$ cat src/rtl/reg_write_sched_if.sv
// Bus bundle for reg_write_sched: pipeline writeback, multi-cycle unit, ID reads and RF write port.
// "master" is the pipeline/multi-cycle side and "slave" is the scheduler.
interface reg_write_sched_if #(
  parameter int REG_NUM = 32,
  parameter int ADDR_W  = 5,
  parameter int DATA_W  = 32
);
  logic              wb_valid;
  logic [ADDR_W-1:0] wb_addr;
  logic [DATA_W-1:0] wb_data;
  logic              wb_hold;
  logic              mc_issue;
  logic [ADDR_W-1:0] mc_issue_addr;
  logic              mc_valid;
  logic [ADDR_W-1:0] mc_addr;
  logic [DATA_W-1:0] mc_data;
  logic              mc_ready;
  logic              rd_en_l;
  logic              rd_en_r;
  logic [ADDR_W-1:0] rd_addr_l;
  logic [ADDR_W-1:0] rd_addr_r;
  logic              rf_we;
  logic [ADDR_W-1:0] rf_waddr;
  logic [DATA_W-1:0] rf_wdata;
  logic              sb_stall;
  logic [REG_NUM-1:0] pending;

  modport master (
    output wb_valid, wb_addr, wb_data, mc_issue, mc_issue_addr,
           mc_valid, mc_addr, mc_data, rd_en_l, rd_en_r, rd_addr_l, rd_addr_r,
    input  wb_hold, mc_ready, rf_we, rf_waddr, rf_wdata, sb_stall, pending
  );

  modport slave (
    input  wb_valid, wb_addr, wb_data, mc_issue, mc_issue_addr,
           mc_valid, mc_addr, mc_data, rd_en_l, rd_en_r, rd_addr_l, rd_addr_r,
    output wb_hold, mc_ready, rf_we, rf_waddr, rf_wdata, sb_stall, pending
  );
endinterface

$ cat src/rtl/reg_write_sched.sv
// Single write-port scheduler between MEM writeback and an out-of-order multi-cycle unit,
// with a pending-write scoreboard feeding the ID stall. REG_WRITE_SCHED_STARVE_EN enables forced mc grants.
module reg_write_sched #(
  parameter int REG_NUM      = 32,
  parameter int ADDR_W       = 5,
  parameter int DATA_W       = 32,
  parameter int STARVE_LIMIT = 4
) (
  input  logic               clk,
  input  logic               rst,
  reg_write_sched_if.slave   bus
);
  localparam int CNT_W = $clog2(STARVE_LIMIT + 1);
  localparam logic [ADDR_W-1:0] ZERO_ADDR = {ADDR_W{1'b0}};

  logic               starved_s;
  logic               grant_mc_s;
  logic               grant_wb_s;
  logic               wb_hold_s;
  logic               wr_req_s;
  logic [ADDR_W-1:0]  wr_addr_s;
  logic [DATA_W-1:0]  wr_data_s;
  logic               rf_we_r;
  logic [ADDR_W-1:0]  rf_waddr_r;
  logic [DATA_W-1:0]  rf_wdata_r;
  logic [REG_NUM-1:0] pending_r;
  logic [REG_NUM-1:0] pending_nxt_s;
  logic               sb_stall_s;

`ifdef REG_WRITE_SCHED_STARVE_EN
  localparam logic [CNT_W-1:0] LIMIT_C = CNT_W'(STARVE_LIMIT);
  logic [CNT_W-1:0] starve_cnt_r;

  // Cycles the current mc result has been refused, saturating at the limit
  always_ff @(posedge clk) begin
    if (rst) begin
      starve_cnt_r <= {CNT_W{1'b0}};
    end else if (!bus.mc_valid || grant_mc_s) begin
      starve_cnt_r <= {CNT_W{1'b0}};
    end else if (starve_cnt_r != LIMIT_C) begin
      starve_cnt_r <= starve_cnt_r + CNT_W'(1);
    end else begin
      starve_cnt_r <= starve_cnt_r;
    end
  end

  assign starved_s = (starve_cnt_r == LIMIT_C);
`else
  assign starved_s = 1'b0;
`endif

  // Port arbitration: wb wins unless the mc result has been starved
  always_comb begin
    grant_mc_s = 1'b0;
    grant_wb_s = 1'b0;
    wb_hold_s  = 1'b0;
    if (rst) begin
      grant_mc_s = 1'b0;
      grant_wb_s = 1'b0;
      wb_hold_s  = 1'b0;
    end else begin
      grant_mc_s = bus.mc_valid & (~bus.wb_valid | starved_s);
      wb_hold_s  = grant_mc_s & bus.wb_valid;
      grant_wb_s = bus.wb_valid & ~wb_hold_s;
    end
  end

  // Select the granted request for the write port
  always_comb begin
    wr_req_s  = 1'b0;
    wr_addr_s = rf_waddr_r;
    wr_data_s = rf_wdata_r;
    if (grant_mc_s) begin
      wr_req_s  = 1'b1;
      wr_addr_s = bus.mc_addr;
      wr_data_s = bus.mc_data;
    end else if (grant_wb_s) begin
      wr_req_s  = 1'b1;
      wr_addr_s = bus.wb_addr;
      wr_data_s = bus.wb_data;
    end else begin
      wr_req_s  = 1'b0;
      wr_addr_s = rf_waddr_r;
      wr_data_s = rf_wdata_r;
    end
  end

  // Registered write port; writes to r0 are consumed without an enable
  always_ff @(posedge clk) begin
    if (rst) begin
      rf_we_r    <= 1'b0;
      rf_waddr_r <= {ADDR_W{1'b0}};
      rf_wdata_r <= {DATA_W{1'b0}};
    end else if (wr_req_s) begin
      rf_we_r    <= (wr_addr_s != ZERO_ADDR);
      rf_waddr_r <= wr_addr_s;
      rf_wdata_r <= wr_data_s;
    end else begin
      rf_we_r    <= 1'b0;
      rf_waddr_r <= rf_waddr_r;
      rf_wdata_r <= rf_wdata_r;
    end
  end

  // Scoreboard update; a same-cycle issue overrides the clear
  always_comb begin
    pending_nxt_s = pending_r;
    if (grant_mc_s) begin
      pending_nxt_s[bus.mc_addr] = 1'b0;
    end else begin
      pending_nxt_s = pending_r;
    end
    if (bus.mc_issue && (bus.mc_issue_addr != ZERO_ADDR)) begin
      pending_nxt_s[bus.mc_issue_addr] = 1'b1;
    end else begin
      pending_nxt_s[0] = 1'b0;
    end
    pending_nxt_s[0] = 1'b0;
  end

  // Scoreboard register
  always_ff @(posedge clk) begin
    if (rst) begin
      pending_r <= {REG_NUM{1'b0}};
    end else begin
      pending_r <= pending_nxt_s;
    end
  end

  // ID stall when either read port touches a register with a write in flight
  always_comb begin
    sb_stall_s = (bus.rd_en_l & pending_r[bus.rd_addr_l] & (bus.rd_addr_l != ZERO_ADDR))
               | (bus.rd_en_r & pending_r[bus.rd_addr_r] & (bus.rd_addr_r != ZERO_ADDR));
  end

  assign bus.mc_ready = grant_mc_s;
  assign bus.wb_hold  = wb_hold_s;
  assign bus.rf_we    = rf_we_r;
  assign bus.rf_waddr = rf_waddr_r;
  assign bus.rf_wdata = rf_wdata_r;
  assign bus.sb_stall = sb_stall_s;
  assign bus.pending  = pending_r;
endmodule
$ cat src/flat_wrapper.sv
// flat-port wrapper written by rule: the top's interface ports become plain ports
module reg_write_sched_flat 
#(
  parameter int REG_NUM      = 32,
  parameter int ADDR_W       = 5,
  parameter int DATA_W       = 32,
  parameter int STARVE_LIMIT = 4
)
  (clk, rst, bus_wb_valid, bus_wb_addr, bus_wb_data, bus_mc_issue, bus_mc_issue_addr, bus_mc_valid, bus_mc_addr, bus_mc_data, bus_rd_en_l, bus_rd_en_r, bus_rd_addr_l, bus_rd_addr_r, bus_wb_hold, bus_mc_ready, bus_rf_we, bus_rf_waddr, bus_rf_wdata, bus_sb_stall, bus_pending);
  reg_write_sched_if #(.REG_NUM(REG_NUM), .ADDR_W(ADDR_W), .DATA_W(DATA_W)) bus_i ();
  input  logic clk;
  input  logic rst;
  input wire logic [$bits(bus_i.wb_valid)-1:0] bus_wb_valid;
  input wire logic [$bits(bus_i.wb_addr)-1:0] bus_wb_addr;
  input wire logic [$bits(bus_i.wb_data)-1:0] bus_wb_data;
  input wire logic [$bits(bus_i.mc_issue)-1:0] bus_mc_issue;
  input wire logic [$bits(bus_i.mc_issue_addr)-1:0] bus_mc_issue_addr;
  input wire logic [$bits(bus_i.mc_valid)-1:0] bus_mc_valid;
  input wire logic [$bits(bus_i.mc_addr)-1:0] bus_mc_addr;
  input wire logic [$bits(bus_i.mc_data)-1:0] bus_mc_data;
  input wire logic [$bits(bus_i.rd_en_l)-1:0] bus_rd_en_l;
  input wire logic [$bits(bus_i.rd_en_r)-1:0] bus_rd_en_r;
  input wire logic [$bits(bus_i.rd_addr_l)-1:0] bus_rd_addr_l;
  input wire logic [$bits(bus_i.rd_addr_r)-1:0] bus_rd_addr_r;
  output wire logic [$bits(bus_i.wb_hold)-1:0] bus_wb_hold;
  output wire logic [$bits(bus_i.mc_ready)-1:0] bus_mc_ready;
  output wire logic [$bits(bus_i.rf_we)-1:0] bus_rf_we;
  output wire logic [$bits(bus_i.rf_waddr)-1:0] bus_rf_waddr;
  output wire logic [$bits(bus_i.rf_wdata)-1:0] bus_rf_wdata;
  output wire logic [$bits(bus_i.sb_stall)-1:0] bus_sb_stall;
  output wire logic [$bits(bus_i.pending)-1:0] bus_pending;
  assign bus_i.wb_valid = bus_wb_valid;
  assign bus_i.wb_addr = bus_wb_addr;
  assign bus_i.wb_data = bus_wb_data;
  assign bus_i.mc_issue = bus_mc_issue;
  assign bus_i.mc_issue_addr = bus_mc_issue_addr;
  assign bus_i.mc_valid = bus_mc_valid;
  assign bus_i.mc_addr = bus_mc_addr;
  assign bus_i.mc_data = bus_mc_data;
  assign bus_i.rd_en_l = bus_rd_en_l;
  assign bus_i.rd_en_r = bus_rd_en_r;
  assign bus_i.rd_addr_l = bus_rd_addr_l;
  assign bus_i.rd_addr_r = bus_rd_addr_r;
  assign bus_wb_hold = bus_i.wb_hold;
  assign bus_mc_ready = bus_i.mc_ready;
  assign bus_rf_we = bus_i.rf_we;
  assign bus_rf_waddr = bus_i.rf_waddr;
  assign bus_rf_wdata = bus_i.rf_wdata;
  assign bus_sb_stall = bus_i.sb_stall;
  assign bus_pending = bus_i.pending;
  reg_write_sched #(.REG_NUM(REG_NUM), .ADDR_W(ADDR_W), .DATA_W(DATA_W), .STARVE_LIMIT(STARVE_LIMIT)) u_core (.clk(clk), .rst(rst), .bus(bus_i));
endmodule
$ cat config.mk
export PLATFORM = sky130hd
export DESIGN_NAME = reg_write_sched_flat
export DESIGN_NICKNAME = d
export VERILOG_FILES = /design/src/rtl/reg_write_sched_if.sv /design/src/rtl/reg_write_sched.sv /design/src/flat_wrapper.sv
export SDC_FILE = /design/constraint.sdc
export NUM_CORES = 1
export LEC_CHECK = 0
export CORE_MARGIN = 2
export CORE_UTILIZATION = 40
export DETAILED_ROUTE_END_ITERATION = 7
export PLACE_DENSITY_LB_ADDON = 0.08
export SYNTH_ARGS = -nofsm -noshare
export SYNTH_HDL_FRONTEND = slang
export SYNTH_SLANG_ARGS = --single-unit
$ cat constraint.sdc
create_clock -name clk -period 1.95 [get_ports clk]
set_clock_uncertainty 0.15 [all_clocks]
set_input_delay 0.2925 -clock clk [delete_from_list [all_inputs] [get_ports clk]]
set_output_delay 0.2925 -clock clk [all_outputs]
set_load 0.01 [all_outputs]
Word level (Yosys, flattened, before mapping)
Index checks and enable logic that the tools add are counted.
{ "totals": {"romBits": 0, "inputBits": 96, "latch_bits": 0, "ff_bits": 70, "ramBits": 0, "n_memories": 0, "word_cells": 54} }
{ "op_classes": {"bitwise": 14, "n_reduce_logical": 10, "n_div": 0, "eq_ne": 0, "multipliers": 0, "n_shift": 0, "n_mux": 19, "addsub": 0, "order_cmp": 6} }
{ "ops": {"columns": ["cell", "n"], "rows": [
  ["32-bit 2-to-1 mux", 3],
  ["32-bit bitwise AND", 1],
  ["32-bit NOT", 1],
  ["32-bit bitwise OR", 1],
  ["31-bit 2-to-1 mux", 1],
  ["5-bit by 6-bit < comparator with 1-bit output, second input constant", 4],
  ["5-bit nonzero test", 4],
  ["1-bit binary-select mux with 5-bit select", 2],
  ["1-bit demux with 5-bit select", 2],
  ["5-bit by 1-bit greater-or-equal comparator with 1-bit output, second input constant", 2],
  ["5-bit 2-to-1 mux", 2],
  ["1-bit 2-to-1 mux", 9],
  ["1-bit bitwise AND", 7],
  ["1-bit logical AND", 3],
  ["1-bit NOT", 3],
  ["2-bit AND reduction", 1],
  ["2-bit nonzero test", 1],
  ["2-bit OR reduction", 1],
  ["1-bit bitwise OR", 1]
]} }

Depth between registers and ports, before layout
Gate-level depths: netlist of the first run.
{ "depth": {"word_depth": 10, "mapped_depth": 7, "mapped_depth_nobuf": 5} }

Worst setup path before layout of the first run
OpenSTA, ideal clock, no wires.
{ "synth_path": {"kind": "in2out", "start": "input port bus_rd_addr_l[0]", "end": "output port bus_sb_stall", "path_buffers": 1, "slack_ps": -10, "path_stages": 5, "t_required_ps": 1507, "arrival_time_ps": 1518, "cell_sequence": "buf_2 > mux4_2 > nor3b_1 > a2111oi_1 > a211o_1"} }
{ "synth_between": {"elab_chain_len": 5} }
{ "synth_rtl": {"columns": ["item", "line_no", "source"], "rows": [
  ["start: declaration", "flat_wrapper.sv:23", "input wire logic [$bits(bus_i.rd_addr_l)-1:0] bus_rd_addr_l;"],
  ["1-bit binary-select mux with 5-bit select", "reg_write_sched.sv:132", "sb_stall_s = (bus.rd_en_l & pending_r[bus.rd_addr_l] & (bus.rd_addr_l != ZERO_ADDR))"],
  ["1-bit 2-to-1 mux (not written as such)", "reg_write_sched.sv:132", null],
  ["1-bit bitwise AND", "reg_write_sched.sv:132", null],
  ["1-bit bitwise AND (*)", "reg_write_sched.sv:132", null],
  ["1-bit bitwise OR (*)", "reg_write_sched.sv:133", "| (bus.rd_en_r & pending_r[bus.rd_addr_r] & (bus.rd_addr_r != ZERO_ADDR));"],
  ["end: declaration", "flat_wrapper.sv:30", "output wire logic [$bits(bus_i.sb_stall)-1:0] bus_sb_stall;"]
]} }
Mark *: on every way between the ends. The rest lies on a longest branch, timed or not. The select of a mux whose other input is x is not followed.

Worst setup path after layout of the first run
{ "layout_path": {"start": "register u_core.pending_r[24] (netlist: u_core.bus.pending[24])", "end": "output port bus_sb_stall"} }
{ "layout_between": {"elab_chain_len": 5} }
{ "layout_rtl": {"columns": ["item", "line_no", "source"], "rows": [
  ["start: declaration", "reg_write_sched.sv:26", "logic [REG_NUM-1:0] pending_r;"],
  ["start signal: assignment", "reg_write_sched.sv:124", "pending_r <= {REG_NUM{1'b0}};"],
  ["start signal: assignment", "reg_write_sched.sv:126", "pending_r <= pending_nxt_s;"],
  ["1-bit binary-select mux with 5-bit select, on equally long branches", "reg_write_sched.sv:132, reg_write_sched.sv:133", null],
  ["1-bit 2-to-1 mux, on equally long branches", "reg_write_sched.sv:132, reg_write_sched.sv:133", null],
  ["1-bit bitwise AND, on equally long branches (2 in a row)", "reg_write_sched.sv:132, reg_write_sched.sv:133", null],
  ["1-bit bitwise OR (*)", "reg_write_sched.sv:133", null]
]} }
Marks and branches as above.

==> results of run 1 <==
==> cell usage in the layout, fill, tap and decap left out, types with 6 or more instances in the layout <==
cell	instances
clkdlybuf4s50_1	155
nor2_1	83
a21oi_1	68
dfxtp_1	58
buf_4	52
mux2i_1	41
nand2_1	37
o21ai_0	30
mux4_2	10
clkbuf_8	10
dfxtp_2	10
nand2b_1	8
nand3b_1	7
nor2b_1	6
nand3_1	6
==> worst paths after layout <==
check / start / endpoint / slack [ps] / depth (start not counted)
setup / recovery: u_core.bus.pending[24]$_SDFF_PP0_ / bus_sb_stall / -370 / 5
hold / removal: rst / u_core.bus.rf_we$_SDFF_PP0_ / 260 / 3
setup reg to reg: u_core.bus.rf_waddr[2]$_SDFFE_PP0P_ / u_core.bus.rf_we$_SDFF_PP0_ / 890 / 3
hold reg to reg: u_core.bus.pending[15]$_SDFF_PP0_ / u_core.bus.pending[15]$_SDFF_PP0_ / 350 / 2
==> kinds of logic after synthesis <==
family | share of synthesized area [%]
other | 0.103
AND/OR/NAND/NOR | 19.6
multiplexers | 18.8
AO/OA/AOI/OAI | 18.4
flip-flops | 38.0
buffers and inverters | 5.07
==> final cells by class <==
class | instances | area [um2]
fill | 732 | 2820
timing repair buffer | 222 | 2090
multi-input combinational | 336 | 2070
sequential | 69 | 1400
clock buffer | 10 | 138
tap | 108 | 135
clock inverter | 6 | 110
==> repair_timing <==
action / CTS / global route
resized for setup: 18 / 19
hold endpoints to repair: 0 / 0
endpoints found under the setup margin: 1 / 1
setup buffers: 1 / 0
pin swaps: 4 / 5
==> registers in the layout, indices dropped and copies added (netlist names) <==
register,flops
u_core.bus.pending,31
u_core.bus.rf_waddr,5
u_core.bus.rf_wdata,32
u_core.bus.rf_we,1
==> power by group <==
group	internal [uW]	switching, uW
clock	882	549
sequential	1470	33.1
combinational	437	318
==> critical path, cell delays in order, from the launching register on <==
cell and delay (ps):
dfxtp_2 340, mux4_2 450, o211ai_1 230, nand4_1 140, a211o_1 260, buf_6 120
==> metal layers <==
metal / global-route usage [%] / routed length, um / up-vias
met4: 6.64 / 161 / 0
li1: - / - / 1943
met1: 26.3 / 4650 / 1812
met5: 0 / 0 / -
met3: 8.43 / 1180 / 13
met2: 40.4 / 5690 / 175
==> metrics by stage <==
step | worst slack (ps) | hold WS [ps]
after floorplan | 0.882 | 281
after global placement | -1050 | 343
after detailed placement | -1040 | 352
after CTS | -409 | 248
after global routing | -454 | 308
final | -366 | 256
==> summary.md, run 1 <==
| Metric | Value |
|---|---|
| First-pass GRT wire length | `18.2 mm` |
| Core Util, Final | `67.8%` |
| Die Y | `99.3 um` |
| # H-tree levels | `3` |
| Layout cells sized above 1 | `16.8%` |
| Via density | `5.25` |
| Post-route ant nets | `0` |
| DRC | `0` |
| Hold Vio Cnt, Final | `0` |
| Clk sink count | `69` |
| Ports | `169` |
| Most common cell in the netlist | `nor2_1` |
| Finished Layout Cells | `751` |
| Overall Global Routing Usage | `23.0%` |
| Drt pass-1 iters | `4` |
| Failing checks | `negative setup slack` |
| Prevailing post-synth register cell | `dfxtp_1` |
| Mapped Area | `3630 um2` |
| Area Overhead vs Synth | `63.7%` |
| Port Buf Inserts | `166` |
| Hold_buf cts | `0` |
| Initial Util | `41.4%` |
| Placed Cells | `734` |
| Total Power | `3690 uW` |
| Fin area | `5940 um2` |
| Critical Path Source Type | `flip-flop` |
| Clock buffer depth | `2` |
| Synth cell types | `38` |
| Register area share after synthesis | `38.0%` |
| Largest cells by area after synthesis | `dfxtp_1, mux2i_1, a21oi_1` |
| Most frequent cells after synthesis | `nor2_1, dfxtp_1, a21oi_1, mux2i_1, nand2_1` |
| Final nets | `734` |
| Final setup TNS | `-366 ps` |
| #FFs+latches synth | `69` |
| Pwr per Cell Area | `620 nW/um2` |
| Skew-Pair Late Insertion Delay | `340 ps` |
| Synth warnings | `0` |
| Fin crit period | `2320 ps` |
| WL per Instance | `15.5 um` |
| TritonCTS clock tree | `yes` |
| Type of the most critical hold path | `input pin to flip-flop` |
| Worst vdd ir | `431 uV` |
| CP Capture Type | `primary output` |
| Ys async rst share | `0%` |
| Gp weighted congestion | `0.879` |
| Synth area leader | `dfxtp_1` |
| CP max FO | `3` |
| Die Area | `9860 um2` |
| Worst relative slew slack | `60.9%` |
| Initial antenna violation count | `0` |
| Crit path kind | `flip-flop to primary output` |
| Unrepaired setup endpoints after global routing | `yes` |
| Core area | `8760 um2` |
| Syn Area/Cell | `8.23 um2` |
| Std-Cell Rows | `34` |
| LEAKAGE | `0.00236 uW` |
| Initial drt markers | `103` |
| CTS root buffer | `clkbuf_8` |
| GRT overflow | `0` |
| Max-slew violations | `0` |
| Outcome | `complete, but fails checks` |
| Placed cell areas | `5660 um2` |
| EDFF count, synth | `0` |
| CP required | `1510 ps` |
| Final WL | `11.7 mm` |
| Total of max-cap violations | `0` |
| Setup violators final | `1` |
| Worst-margin pin slew | `586 ps` |
| Dpl hpwl | `8.92 mm` |
| Inserted Clock Buffers | `9` |
| Worst-path clk slew | `80 ps` |
| Final worst path period share | `119%` |
| Syn Inst Count | `441` |
| Achievable Freq | `0.432 GHz` |
| Die Wd | `99.3 um` |
| Ant. Diodes | `0` |
| Largest net degree at the start of global routing | `65` |
| WP data arrival | `1870 ps` |
| Worst Setup Slack, final | `-366 ps` |
| Vias in the first global route | `3787` |
| Via count | `3943` |
| Share of the synthesized area in the top cell type | `38.0%` |
Power figures use the tool's default switching activity.
==> inputs of run 2 (changes only) <==
CORE_ASPECT_RATIO = 1.2   (was default)
==> run 2 against run 1 <==
- the run still ends with negative setup slack left
- sequential power hardly changed
- combinational power is 0.7% lower
- first-iteration DRC count is 76% higher
- count of clock-buffer cells in the layout is 1 higher
- via count is 0.58% lower
- sequential share of layout area is 0.33 points higher
- power is 13% lower
- core utilization is 2.5 points lower
- wire length is 2.5% higher
- die area hardly changed
- final area is 1.8% lower
- worst setup slack worse by 16 ps
- critical path type unchanged
==> summary.md, run 2 (same netlist as run 1, synthesis figures left out) <==
| Metric | Value |
|---|---|
| CTS root buffer | `clkbuf_8` |
| Clock buffer depth | `2 (unchanged)` |
| Worst-path clk slew | `60 ps (-20 ps)` |
| GRT overflow | `0 (unchanged)` |
| # H-tree levels | `3 (unchanged)` |
| TritonCTS clock tree | `yes` |
| Dpl hpwl | `9.31 mm (+4.4%)` |
| Via count | `3920 (-0.58%)` |
| Core Util, Final | `65.3% (-2.5 points)` |
| CP max FO | `4 (+1)` |
| Most common cell after layout, fill and taps aside | `clkdlybuf4s50_1` |
| Critical Path Source Type | `flip-flop` |
| Core area | `8940 um2 (+2.0%)` |
| Final WL | `12.0 mm (+2.5%)` |
| DRC | `0 (unchanged)` |
| Worst Setup Slack, final | `-383 ps (-16.5 ps)` |
| WL per Instance | `15.7 um (+1.3%)` |
| Hold Vio Cnt, Final | `0 (unchanged)` |
| Clk sink count | `69 (unchanged)` |
| Post-route ant nets | `0 (unchanged)` |
| Worst relative slew slack | `60.6% (-0.35 points)` |
| Worst R2R Path Depth | `3 (unchanged)` |
| Unrepaired setup endpoints after global routing | `yes` |
| Reg2Reg Launch Point | `u_core.bus.rf_waddr[3]$_SDFFE_PP0P_` |
| Initial antenna violation count | `0 (unchanged)` |
| Std-Cell Rows | `38 (+12%)` |
| First-pass GRT wire length | `19.0 mm (+4.2%)` |
| Initial Util | `40.6% (-0.81 points)` |
| Ant. Diodes | `0 (unchanged)` |
| CP required | `1510 ps (about the same)` |
| Fin crit period | `2330 ps (+16.5 ps)` |
| Achievable Freq | `0.429 GHz (-0.71%)` |
| Layout cells sized above 1 | `15.3% (-1.5 points)` |
| Final worst path period share | `120% (+0.84 points)` |
| WP data arrival | `1890 ps (+20 ps)` |
| Failing checks | `negative setup slack` |
| Area Overhead vs Synth | `60.7%` |
| LEAKAGE | `0.00231 uW (-2.0%)` |
| Final nets | `736 (+0.27%)` |
| Worst-margin pin slew | `592 ps (+5.31 ps)` |
| Via density | `5.16 (-1.8%)` |
| Total of max-cap violations | `0 (unchanged)` |
| Most frequent cells in the layout | `clkdlybuf4s50_1, nor2_1, a21oi_1` |
| Setup WS pre-CTS | `-980 ps (+62.3 ps)` |
| Hold Startpoint | `rst` |
| Max reg flops | `32 (unchanged)` |
| RR Endpoint | `u_core.bus.rf_we$_SDFF_PP0_` |
| Crit path kind | `flip-flop to primary output` |
| Min-Delay Endpoint | `u_core.bus.rf_we$_SDFF_PP0_` |
| Gp weighted congestion | `0.920 (+4.7%)` |
| Post-CTS setup buffers | `0 (-1)` |
| Initial drt markers | `181 (+76%)` |
| Total Power | `3200 uW (-13%)` |
| Setup violators final | `1 (unchanged)` |
| Hold_buf cts | `0 (unchanged)` |
| Die Y | `108 um (+9.2%)` |
| Max-slew violations | `0 (unchanged)` |
| Worst hold stages | `3 (unchanged)` |
| Overall Global Routing Usage | `24.4% (+1.4 points)` |
| Die Wd | `91.0 um (-8.4%)` |
| Skew-Pair Late Insertion Delay | `340 ps (about the same)` |
| Drt pass-1 iters | `4 (unchanged)` |
| Pwr per Cell Area | `548 nW/um2 (-12%)` |
| Worst vdd ir | `426 uV (-1.3%)` |
| R2r setup slk | `900 ps (about the same)` |
| Ports | `169 (unchanged)` |
| Type of the most critical hold path | `input pin to flip-flop` |
| Vias in the first global route | `3991 (+5.4%)` |
| CP Capture Type | `primary output` |
| Outcome | `complete, but fails checks` |
| Largest net degree at the start of global routing | `65 (unchanged)` |
| Inserted Clock Buffers | `9 (unchanged)` |
| Port Buf Inserts | `166 (unchanged)` |
| Die Area | `9860 um2 (about the same)` |
-- run 2: cell type report --
cell class | instances | area, um2
clock buffers | 11 | 141
fillers | 804 | 3100
multi-input cells | 336 | 2060
flip-flops and latches | 69 | 1390
well taps | 120 | 150
repair buffers | 224 | 2090
-- run 2: worst max-delay path by stage --
stage                                      startpoint            to  slack [ps]  depth (start not counted)
floorplan                            bus_rd_addr_r[2]  bus_sb_stall         0.9                          5
global placement                     bus_rd_addr_r[0]  bus_sb_stall       -1000                          6
detailed placement                   bus_rd_addr_r[0]  bus_sb_stall        -980                          6
CTS                 u_core.bus.pending[24]$_SDFF_PP0_  bus_sb_stall        -370                          5
global route        u_core.bus.pending[15]$_SDFF_PP0_  bus_sb_stall        -450                          5
finish              u_core.bus.pending[18]$_SDFF_PP0_  bus_sb_stall        -380                          5
-- run 2: report_power, final --
group | switching, uW | internal (uW)
combinational | 317 | 433
sequential | 32.6 | 1470
clock | 483 | 461
-- run 2: what timing repair did --
action / in CTS / in global routing
pin swaps: 3 / 1
hold endpoints to repair: 0 / 0
resized for setup: 20 / 10
endpoints found under the setup margin: 1 / 1
-- run 2: metal layers --
metal	track usage, %	share of wire, %
met5	0	0
met1	24.1	37
met4	13.3	3.8
met2	44.8	51
met3	8.64	8.8
-- run 2: critical path: stages (launching register included) --
cell      delay [ps]
dfxtp_2          350
mux4_2           450
o211ai_1         210
nand4_1          150
a211o_1          260
buf_6            120
-- run 2: stage by stage --
stage / cell area, um2 / hold slack, ps / instances / TNS (ps)
6_report: 5830 / 276 / 760 / -383
3_3_place_gp: 5680 / 349 / 749 / -1070
5_1_grt: 5830 / 265 / 760 / -448
2_1_floorplan: 3640 / 281 / 442 / 0
3_5_place_dp: 5680 / 360 / 749 / -1130
4_1_cts: 5810 / 252 / 760 / -365
==> inputs of run 3 (changes only) <==
CORE_MARGIN = 10   (was 2)
CORE_UTILIZATION = 25   (was 40)
==> run 3 against run 2 <==
- count of clock-buffer cells in the layout is 1 higher
- die area is 100% higher
- the run still ends with negative setup slack left
- first-iteration DRC count is 14% lower
- highest routed layer is now met5
- critical path depth stayed put
- worst setup slack better by 28 ps
- sequential power hardly changed
- fmax is 1.2% higher
- final cell count is 8.8% higher
- largest power group is now clock
- core utilization is 22 points lower
- final area is 5.1% higher
==> summary.md, run 3 (same netlist as run 1, synthesis figures left out) <==
| Metric | Value |
|---|---|
| Outcome | `complete, but fails checks` |
| Failing checks | `negative setup slack` |
| Placed Cells | `810 (+8.1%)` |
| Dpl hpwl | `11.8 mm (+27%)` |
| Initial Util | `25.4% (-15 points)` |
| Critical Path Source Type | `flip-flop` |
| GR Util met1 | `15.2% (-8.9 points)` |
| Busiest grt layer | `met2` |
| Type of the most critical hold path | `input pin to flip-flop` |
| Levels on crit path | `5 (unchanged)` |
| Most frequent cells in the layout | `clkdlybuf4s50_1, nor2_1, a21oi_1` |
| Setup violators final | `1 (unchanged)` |
| RR Endpoint | `u_core.bus.rf_we$_SDFF_PP0_` |
| First-pass GRT wire length | `22.4 mm (+18%)` |
| WL per Instance | `17.8 um (+13%)` |
| Critical path's slowest cell | `mux4_2` |
| Max reg flops | `32 (unchanged)` |
| Finished Layout Cells | `827 (+8.8%)` |
| Total of max-cap violations | `0 (unchanged)` |
| Pwr per Cell Area | `661 nW/um2 (+21%)` |
| Crit path kind | `flip-flop to primary output` |
| Total Power | `4050 uW (+27%)` |
| Gp weighted congestion | `0.866 (-5.9%)` |
| CP peak stage delay | `450 ps (about the same)` |
| Core Util, Final | `42.9% (-22 points)` |
| Die Wd | `130 um (+43%)` |
| Filler cells | `1456 (+81%)` |
| Met2 global-route usage | `24.0% (-21 points)` |
| Worst path cell trace | `mux4_2 -> o211ai_1 -> nand4_1 -> a211o_1 -> buf_2` |
| Vias in the first global route | `4058 (+1.7%)` |
| Ports | `169 (unchanged)` |
| Inserted Clock Buffers | `9 (unchanged)` |
| Initial drt markers | `155 (-14%)` |
| Worst vdd ir | `336 uV (-21%)` |
| Via density | `4.74 (-8.1%)` |
| Core area | `14300 um2 (+60%)` |
| Area Overhead vs Synth | `69.0%` |
| TritonCTS clock tree | `yes` |
| Final setup TNS | `-355 ps (+27.6 ps)` |
| Cell family with most CP delay | `compound AO/OA/AOI/OAI gates` |
| Initial antenna violation count | `3 (+3)` |
| Worst relative slew slack | `58.7% (-1.8 points)` |
| Worst-margin pin slew | `619 ps (+27.1 ps)` |
| Final worst path period share | `118% (-1.4 points)` |
| Worst Setup Slack, final | `-355 ps (+27.6 ps)` |
| R2r setup slk | `930 ps (+30 ps)` |
| LEAKAGE | `0.00245 uW (+6.2%)` |
| Via count | `3921 (+0.026%)` |
| # H-tree levels | `3 (unchanged)` |
| Clk sink count | `69 (unchanged)` |
| DRC | `0 (unchanged)` |
| Ant. Diodes | `0 (unchanged)` |
| Grt met3 use | `8.25% (-0.39 points)` |
| CP Capture Type | `primary output` |
| Skew-Pair Late Insertion Delay | `330 ps (about the same)` |
| GRT overflow | `0 (unchanged)` |
| Unrepaired setup endpoints after global routing | `yes` |
| Fin crit period | `2300 ps (-27.6 ps)` |
| Clock buffer depth | `2 (unchanged)` |
| WP data arrival | `1860 ps (-30 ps)` |
| Worst-path clk slew | `50 ps (about the same)` |
| Overall Global Routing Usage | `14.4% (-10 points)` |
| Buf/Inv on CP | `1 (unchanged)` |
| Worst R2R Path Depth | `3 (unchanged)` |
| Std-Cell Rows | `48 (+26%)` |
| Final WL | `14.7 mm (+23%)` |
| CP required | `1510 ps (about the same)` |
| Drt pass-1 iters | `7 (+3)` |
| CP max FO | `4 (unchanged)` |
| Largest net degree at the start of global routing | `65 (unchanged)` |
| Achievable Freq | `0.434 GHz (+1.2%)` |
| Max-slew violations | `0 (unchanged)` |
| Hold Vio Cnt, Final | `0 (unchanged)` |
| CP endpoint | `bus_sb_stall` |
| Die Y | `152 um (+40%)` |
| Setup crit start | `u_core.bus.pending[24]$_SDFF_PP0_` |
| Final nets | `743 (+0.95%)` |
| Port Buf Inserts | `166 (unchanged)` |
| CTS root buffer | `clkbuf_16` |
| Reg2Reg Launch Point | `u_core.bus.rf_waddr[2]$_SDFFE_PP0P_` |
| Most common cell after layout, fill and taps aside | `clkdlybuf4s50_1` |
| Die Area | `19800 um2 (+100%)` |
| Post-route ant nets | `0 (unchanged)` |
| Hold_ws | `287 ps (+11.2 ps)` |
| Layout cells sized above 1 | `15.8% (+0.49 points)` |
run 3: layout make-up:
class / count / area (um2) / share of cell area (%)
clock buffer: 12 / 256 / 4.18
tap: 175 / 219 / 3.57
clock inverter: 4 / 70.1 / 1.14
multi-input combinational: 336 / 2060 / 33.6
sequential: 69 / 1390 / 22.6
timing repair buffer: 231 / 2140 / 34.9
run 3: per-layer routing:
| metal | share of wire (%) | wire [um] | vias to the layer above |
|---|---|---|---|
| met1 | 39 | 5720 | 1805 |
| met4 | 0.84 | 124 | 4 |
| li1 | - | - | 1960 |
| met3 | 12 | 1800 | 11 |
| met2 | 48 | 7030 | 141 |
| met5 | 0.18 | 27 | - |
run 3: tightest hold or removal path, cell delays in order:
cell and delay (ps):
buf_2 120, o21bai_1 230, a31oi_1 60
run 3: what timing repair did:
action / CTS / global route
setup buffers: 1 / 0
pin swaps: 4 / 3
endpoints found under the setup margin: 1 / 2
gates resized for setup: 15 / 6
hold buffers: 0 / 0
run 3: worst min-delay path by stage:
stage                                               end  slack [ps]  cells past startpoint                                 from
detailed placement  u_core.bus.rf_waddr[3]$_SDFFE_PP0P_         350                      2  u_core.bus.rf_waddr[3]$_SDFFE_PP0P_
global placement       u_core.bus.pending[5]$_SDFF_PP0_         350                      2     u_core.bus.pending[5]$_SDFF_PP0_
floorplan           u_core.bus.rf_wdata[0]$_SDFFE_PP0P_         280                      2                       bus_wb_data[0]
finish                      u_core.bus.rf_we$_SDFF_PP0_         290                      3                                  rst
CTS                         u_core.bus.rf_we$_SDFF_PP0_         270                      3                                  rst
global route                u_core.bus.rf_we$_SDFF_PP0_         290                      3                                  rst
run 3: stage by stage:
stage          worst slack, ps  cell area, um2
3_5_place_dp             -1010            5810
3_3_place_gp             -1000            5810
6_report                  -355            6130
5_1_grt                   -410            6130
4_1_cts                   -418            6130
2_1_floorplan            0.882            3640
run 3: power by group:
| group | leakage [uW] | total, uW | switching, uW | internal [uW] |
|---|---|---|---|---|
| clock | 0.000163 | 1780 | 599 | 1190 |
| combinational | 0.00172 | 765 | 328 | 437 |
| sequential | 0.000567 | 1500 | 32.8 | 1470 |
| total | 0.00245 | 4050 | 960 | 3090 |
